==> src/rtl/seg_capture.sv <==
// seg_capture: watches a multiplexed seven-segment scan and rebuilds the 32-bit word being
// shown. Every digit must hold steady for STABLE_CYCLES clocks before it is decoded and
// written into the word. A frame completes once all eight digits have been captured.
module seg_capture #(
   parameter int unsigned STABLE_CYCLES = 16,
   parameter int unsigned CNT_W         = 5
) (
   input  logic        clk,
   input  logic        rst_n,
   input  logic        enable,
   input  logic [2:0]  which,
   input  logic [7:0]  seg,
   output logic [31:0] data_out,
   output logic        data_valid,
   output logic        data_changed,
   output logic        code_err,
   output logic [7:0]  err_count
);

   typedef enum logic [1:0] {StWait, StSettle, StHeld} state_e;

   localparam logic [CNT_W-1:0] CntMax = CNT_W'(STABLE_CYCLES);
   localparam logic [CNT_W-1:0] CntOne = CNT_W'(1);

   // Active-low pattern to {legal, nibble}; dp (bit 0) must be off.
   function automatic logic [4:0] decode_seg(input logic [7:0] s);
      logic [4:0] r;
      unique case (s)
         8'h03:   r = 5'h10;
         8'h9F:   r = 5'h11;
         8'h25:   r = 5'h12;
         8'h0D:   r = 5'h13;
         8'h99:   r = 5'h14;
         8'h49:   r = 5'h15;
         8'h41:   r = 5'h16;
         8'h1F:   r = 5'h17;
         8'h01:   r = 5'h18;
         8'h09:   r = 5'h19;
         8'h11:   r = 5'h1A;
         8'hC1:   r = 5'h1B;
         8'h63:   r = 5'h1C;
         8'h85:   r = 5'h1D;
         8'h61:   r = 5'h1E;
         8'h71:   r = 5'h1F;
         default: r = 5'h00;
      endcase
      return r;
   endfunction

   // Input sample stage
   logic       en_q;
   logic [2:0] which_q;
   logic [7:0] seg_q;

   state_e             state_q, state_d;
   logic [2:0]         prev_which_q, prev_which_d;
   logic [7:0]         prev_seg_q, prev_seg_d;
   logic [CNT_W-1:0]   cnt_q, cnt_d;
   logic               latch;

   logic [31:0] asm_q, asm_d;
   logic [7:0]  seen_q, seen_d;
   logic [31:0] data_out_q, data_out_d;
   logic        data_valid_q, data_valid_d;
   logic        data_changed_q, data_changed_d;
   logic        code_err_q, code_err_d;
   logic [7:0]  err_count_q, err_count_d;

   logic        sample_diff;
   logic [4:0]  dec;
   logic [4:0]  nib_lsb;

   assign sample_diff = (which_q != prev_which_q) || (seg_q != prev_seg_q);
   assign dec         = decode_seg(prev_seg_q);
   // which=0 is the leftmost digit, so the nibble LSB is 4*(7-which).
   assign nib_lsb     = {~prev_which_q, 2'b00};

   // Settle FSM next state: a pattern must sit unchanged for STABLE_CYCLES to latch once.
   always_comb begin
      state_d      = state_q;
      prev_which_d = prev_which_q;
      prev_seg_d   = prev_seg_q;
      cnt_d        = cnt_q;
      latch        = 1'b0;
      unique case (state_q)
         StWait: begin
            if (en_q) begin
               prev_which_d = which_q;
               prev_seg_d   = seg_q;
               cnt_d        = CntOne;
               state_d      = StSettle;
            end
         end
         StSettle: begin
            if (!en_q) begin
               state_d = StWait;
            end else if (sample_diff) begin
               prev_which_d = which_q;
               prev_seg_d   = seg_q;
               cnt_d        = CntOne;
            end else if (cnt_q >= CntMax - CntOne) begin
               cnt_d   = CntMax;
               latch   = 1'b1;
               state_d = StHeld;
            end else begin
               cnt_d = cnt_q + CntOne;
            end
         end
         StHeld: begin
            if (!en_q) begin
               state_d = StWait;
            end else if (sample_diff) begin
               prev_which_d = which_q;
               prev_seg_d   = seg_q;
               cnt_d        = CntOne;
               state_d      = StSettle;
            end
         end
         default: state_d = StWait;
      endcase
   end

   // Word assembly, frame completion and error accounting.
   always_comb begin
      asm_d          = asm_q;
      seen_d         = seen_q;
      data_out_d     = data_out_q;
      data_valid_d   = 1'b0;
      data_changed_d = 1'b0;
      code_err_d     = 1'b0;
      err_count_d    = err_count_q;
      // Completion is one cycle after the latch that filled the frame; a new latch cannot
      // land in that cycle because settling takes STABLE_CYCLES.
      if (seen_q == 8'hFF) begin
         data_out_d     = asm_q;
         data_valid_d   = 1'b1;
         data_changed_d = (asm_q != data_out_q);
         seen_d         = 8'h00;
      end
      if (latch) begin
         if (dec[4]) begin
            asm_d[nib_lsb +: 4]  = dec[3:0];
            seen_d[prev_which_q] = 1'b1;
         end else begin
            code_err_d = 1'b1;
            if (err_count_q != 8'hFF) begin
               err_count_d = err_count_q + 8'd1;
            end
         end
      end
   end

   // State and output registers
   always_ff @(posedge clk or negedge rst_n) begin
      if (!rst_n) begin
         en_q           <= 1'b0;
         which_q        <= 3'd0;
         seg_q          <= 8'h00;
         state_q        <= StWait;
         prev_which_q   <= 3'd0;
         prev_seg_q     <= 8'h00;
         cnt_q          <= '0;
         asm_q          <= 32'h0;
         seen_q         <= 8'h00;
         data_out_q     <= 32'h0;
         data_valid_q   <= 1'b0;
         data_changed_q <= 1'b0;
         code_err_q     <= 1'b0;
         err_count_q    <= 8'h00;
      end else begin
         en_q           <= enable;
         which_q        <= which;
         seg_q          <= seg;
         state_q        <= state_d;
         prev_which_q   <= prev_which_d;
         prev_seg_q     <= prev_seg_d;
         cnt_q          <= cnt_d;
         asm_q          <= asm_d;
         seen_q         <= seen_d;
         data_out_q     <= data_out_d;
         data_valid_q   <= data_valid_d;
         data_changed_q <= data_changed_d;
         code_err_q     <= code_err_d;
         err_count_q    <= err_count_d;
      end
   end

   assign data_out     = data_out_q;
   assign data_valid   = data_valid_q;
   assign data_changed = data_changed_q;
   assign code_err     = code_err_q;
   assign err_count    = err_count_q;

endmodule

==> config.mk <==
export PLATFORM = sky130hd
export DESIGN_NAME = seg_capture
export DESIGN_NICKNAME = d
export VERILOG_FILES = /design/src/rtl/seg_capture.sv
export SDC_FILE = /design/constraint.sdc
export NUM_CORES = 1
export LEC_CHECK = 0
export ABC_AREA = 1
export CELL_PAD_IN_SITES_DETAIL_PLACEMENT = 0
export CELL_PAD_IN_SITES_GLOBAL_PLACEMENT = 1
export CORE_UTILIZATION = 42
export CTS_CLUSTER_SIZE = 30
export DETAILED_ROUTE_END_ITERATION = 16
export PLACE_DENSITY_LB_ADDON = 0.1
export SLEW_MARGIN = 10
export SYNTH_ARGS = -nofsm -noshare
export SYNTH_HDL_FRONTEND = slang
export SYNTH_SLANG_ARGS = --single-unit
==> constraint.sdc <==
create_clock -name clk -period 2.3 [get_ports clk]
set_input_delay 0.23 -clock clk [delete_from_list [all_inputs] [get_ports clk]]
set_output_delay 0.23 -clock clk [all_outputs]
set_load 0.02 [all_outputs]
Yosys cells after proc, flatten, opt, wreduce, memory -nomap -nowiden. Cells that the tools add are included. Widths: inputs -> output; s select.

Latch bits: 0. Logic and storage cells: 105. Input port bits: 14. Output and inout bits: 43. Register bits: 113. Memory bits (read-only): 0. Memories: 0. Bits in writable memories: 0.

Divide/modulo/power cells: 0. Add/subtract/negate cells: 3. Bitwise operators: 3. Multiply operators: 0. Shift operators: 2. Reductions and logical operators: 11. Muxes and demuxes: 37. Equality and inequality tests: 32. Order comparisons: 3.

Operator list (number): $pmux 5 s16 (1); $mux 8 (6); $eq 8x7->1 const B (5); $eq 8x8->1 const B (5); $bwmux 32 (1); $ne 32x32->1 (1); $shift 4x7->32 const A (1); $shiftx 4x7->32 (1); $mux 5 (6); $eq 8x4->1 const B (2); $eq 8x5->1 const B (2); $pmux 8 s2 (1); $pmux 5 s3 (1); $mux 2 (6); $mux 1 (9); $mux 3 (3); $ne 3x3->1 const B (3); $add 8x1->8 const B (1); $eq 8x1->1 const B (1); $eq 8x2->1 const B (1); $eq 8x6->1 const B (1); $ne 2x2->1 const B (4); $ne 8x8->1 (1); $ne 8x8->1 const B (1); 25 further kinds (27).

Logic depth before layout (Yosys ltp).
Depth after elaboration: 7. Gate-level depth with buffers: 14. Depth with buffers taken out: 13.

Least setup slack after synthesis. No wires, ideal clock.

Path kind: flip-flop to flip-flop. Start point: register prev_which_q[1]. End point: register asm_q[27]. Cell stages (with the launch flop): 11. Path slack: 434 ps. Data required time: 2179 ps. Arrival: 1745 ps. Path buffers: 0. Cells stage by stage: dfrtp_1 > ha_1 > ha_1 > nor2_1 > inv_1 > nor2_1 > inv_1 > nor3_1 > nand3_2 > nand2_1 > o21ai_1.

Cells in the longest elaborated chain, start to end: 6. Elaborated cells on any way between the ends: 11. Those cells by class: add/sub (1); eq/ne (1); shift (2); mux (4); bitwise (1); reduce/logical (2).

RTL lines: start: declaration (line 56) `logic [2:0] prev_which_q, prev_which_d;`; start signal: assignment (line 175) `prev_which_q <= prev_which_d;`; branches (longest 6 deep; another with $neg 5->7); end signal: assignment (line 178) `asm_q <= asm_d;`; end: declaration (line 61) `logic [31:0] asm_q, asm_d;`.

Several ways; the timed one is not identified. A chain may end at the register's enable or synchronous reset.

Worst setup path in the final report.
Start point: register prev_which_q[0]. End point: register asm_q[23].

The elaborated chain is that of the path after synthesis.

==> summary.md <==
| Metric | Value |
|---|---|
| Num CTS Buffers | 17 |
| Post-detail-place hpwl | 9630 µm |
| Initial antenna violation count | 0 |
| Wire per inst | 13.1 µm |
| DR vias/cell | 4.78 |
| Routability cong. | 0.852 |
| # clock sinks | 113 |
| # DRC | 0 |
| Relative slew slack | 0.635 |
| Sequential-to-total area share from yosys stat | 0.485 |
| Crit path launch type | register |
| Vias | 4,781 |
| CP Capture Type | register |
| Syn Nets | 752 |
| Initial Util | 0.435 |
| Number of diodes | 0 |
| Cells after Synth | 729 |
| Mean Syn Cell Area | 8.00 µm² |
| HP Class | input port to register |
| Share of post-route cells with drive strength above 1 | 0.120 |
| CTS tree | built |
| Row count | 42 |
| I/O pin count | 57 |
| Total power | 6430 µW |
| Dpl cells | 964 |
| Area grow syn2layout | 25.4% |
| Core area | 0.0134 mm² |
| Number of max-cap violations | 0 |
| DRT antenna net count | 0 |
| Status | completed |
| Hold Fails Final Rpt | 0 |
| PortBufs | 56 |
| Flop-to-flop setup slack | 260 ps |
| Root buffer cell | clkbuf_16 |
| Sum Neg Setup Slack | 0 ps |
| Fin cells | 1,000 |
| Worst skew pair latency | 420 ps |
| RSZ-0062 raised after global routing | no |
| CP Max Fanout | 9 |
| Post-layout nets | 834 |
| Synth Warn # | 0 |
| Number of synthesized flops with an enable pin | 0 |
| Pins over their slew limit | 0 |
| Vias in the first global route | 4,538 |
| DR iter-0 viols | 251 |
| GRT Total Usage | 0.199 |
| First-pass GRT wire length | 22,100 µm |
| Period utilization | 0.885 |
| Crit path time final | 2040 ps |
| Fill cells | 1,311 |
| Pre-CTS WS | 90.9 ps |
| Crit path arrival time | 2340 ps |
| Library cells used by synthesis | 34 |
| Pwr Density | 880 mW/mm² |
| Main synth FF type | dfrtp_1 |
| Final worst slack | 264 ps |
| Post-synthesis sequential element count | 113 |
| Clock-pin slew on the worst setup and hold paths | 50 ps |
| Worst setup path class | register to register |
| Maximum level of the CTS H-tree | 4 |
| Die height | 120 µm |
| Clock skew | 6.47 ps |
| Post-synth ARST share | 1.00 |
| DP Area | 0.00666 mm² |
| Design Area, Final | 0.00731 mm² |
| Drt pass-1 iters | 5 |
| Final setup vio count | 0 |
| CTS Buffer Depth | 2 |
| P_leak | 0.00370 µW |
| Critical Path RT | 2600 ps |
| Overflow after GRT | 0 |
| Fmax | 491 MHz |
| Least-Margin Pin Slew | 547 ps |
| Pin count of the biggest net entering global routing | 44 |
| Die area | 0.0144 mm² |
| Reg2reg path depth | 10 |
| Hold Path Cell Cnt | 1 |
| Peak supply drop | 0.550 mV |
| Post-Route WL | 13,100 µm |
| DIE WIDTH | 120 µm |
| Synth Cell Area | 0.00583 mm² |
[metal layers]
layer,part of all wire,vias to the layer above,track usage
li1,-,2464,-
met1,0.46,2214,0.252
met2,0.48,85,0.326
met3,0.035,18,0.0428
met4,0.021,0,0.0930
met5,0,-,0
[final cells by class]
class / instances / area (µm²) / share of cell area
multi-input cells: 516 / 2630 / 0.359
flip-flops and latches: 113 / 2830 / 0.387
clock buffers: 22 / 484 / 0.0662
well taps: 176 / 220 / 0.0301
clock inverters: 10 / 83.8 / 0.0115
repair buffers: 75 / 741 / 0.101
inverters: 88 / 330 / 0.0452
[metrics by stage]
step	hold slack (ps)	util
floorplan	-65.6	-
global placement	248	0.497
detailed placement	252	0.497
CTS	233	0.540
global route	238	0.546
finish	245	0.546
[flip-flops by register name (all words and copies together), names as in the netlist]
name and cells:
data_out 32, data_changed 1, data_valid 1, which_q 3, state_q 2, seg_q 8
en_q 1, prev_seg_q 8, code_err 1, seen_q 8, cnt_q 5, prev_which_q 3
err_count 8, asm_q 32
[cells in the mapped netlist, types with 2 or more instances]
cell | instances | area [µm²]
nor4_1 | 2 | 12.5
nand2_2 | 6 | 37.5
ha_1 | 9 | 113
o21ai_1 | 16 | 80.1
nand2_1 | 256 | 961
nand3_2 | 6 | 60.1
nand3_1 | 41 | 205
nor2_8 | 2 | 40.0
or2_2 | 6 | 37.5
inv_1 | 80 | 300
nor2_2 | 6 | 37.5
nand4_1 | 23 | 144
nor2_4 | 4 | 45.0
buf_6 | 2 | 22.5
nand3_4 | 2 | 35.0
nor2_1 | 48 | 180
a21oi_1 | 2 | 10.0
buf_4 | 2 | 15.0
clkbuf_1 | 6 | 22.5
dfrtp_1 | 113 | 2830
inv_2 | 8 | 30.0
nor3_1 | 7 | 35.0
xor2_1 | 7 | 61.3
o21ai_0 | 36 | 180
xnor2_1 | 30 | 263
[critical path, stage by stage, from the launching register on]
cell,delay [ps]
dfrtp_1,470
ha_1,240
ha_1,200
nor2_1,180
inv_1,80
nor2_1,170
inv_1,100
nor2_2,180
nand3_2,150
nand2_1,100
o21ai_1,60
[path summary, 6_finish.rpt]
path	from	end
worst max-delay path	prev_which_q[0]	asm_q[23]
worst min register to register	seen_q[4]	seen_q[4]
min in group asynchronous	rst_n	data_out[12]
worst min-delay path	seg[1]	seg_q[1]
worst max register to register	prev_which_q[0]	asm_q[23]
max in group asynchronous	rst_n	seg_q[0]
[logic make-up after synthesis]
| kind of cell | Yosys count | synth area share |
|---|---|---|
| AOI/OAI and AO/OA | 56 | 0.0492 |
| DFF | 113 | 0.485 |
| buffers and inverters | 100 | 0.0685 |
| xor gates and xnor gates | 37 | 0.0556 |
| adders and majority gates | 9 | 0.0193 |
| and+or+nand+nor | 414 | 0.322 |
[power by group]
| group | internal [µW] | switching, µW | leakage, µW | total [µW] |
|---|---|---|---|---|
| combinational | 509 | 1110 | 0.00189 | 1620 |
| sequential | 2120 | 194 | 0.00152 | 2310 |
| clock | 1590 | 917 | 0.000281 | 2500 |
| total | 4210 | 2220 | 0.00370 | 6430 |
[cells in the final DEF, fill, tap and decap left out, types with 3 or more instances in the layout]
master and count:
nand2_1 256, dfrtp_1 113, inv_1 80, clkdlybuf4s50_1 55
nor2_1 45, nand3_1 40, o21ai_0 36, xnor2_1 30
nand4_1 23, clkbuf_16 17, o21ai_1 16, buf_4 16
nor2_2 9, ha_1 9, inv_2 8, xor2_1 7
nand3_2 7, nand2_2 6, or2_2 6, clkinv_2 6
nor3_1 5, nor2_4 4, clkbuf_8 4, nor3_2 3
buf_12 3
[what timing repair did]
item | in CTS | in global routing
setup endpoints to repair | 0 | 36
resized for setup | 0 | 6
endpoints found under the hold margin | 38 | 0
setup buffers | 0 | 3
hold buffers | 1 | 0
Power figures use the tool's default switching activity.
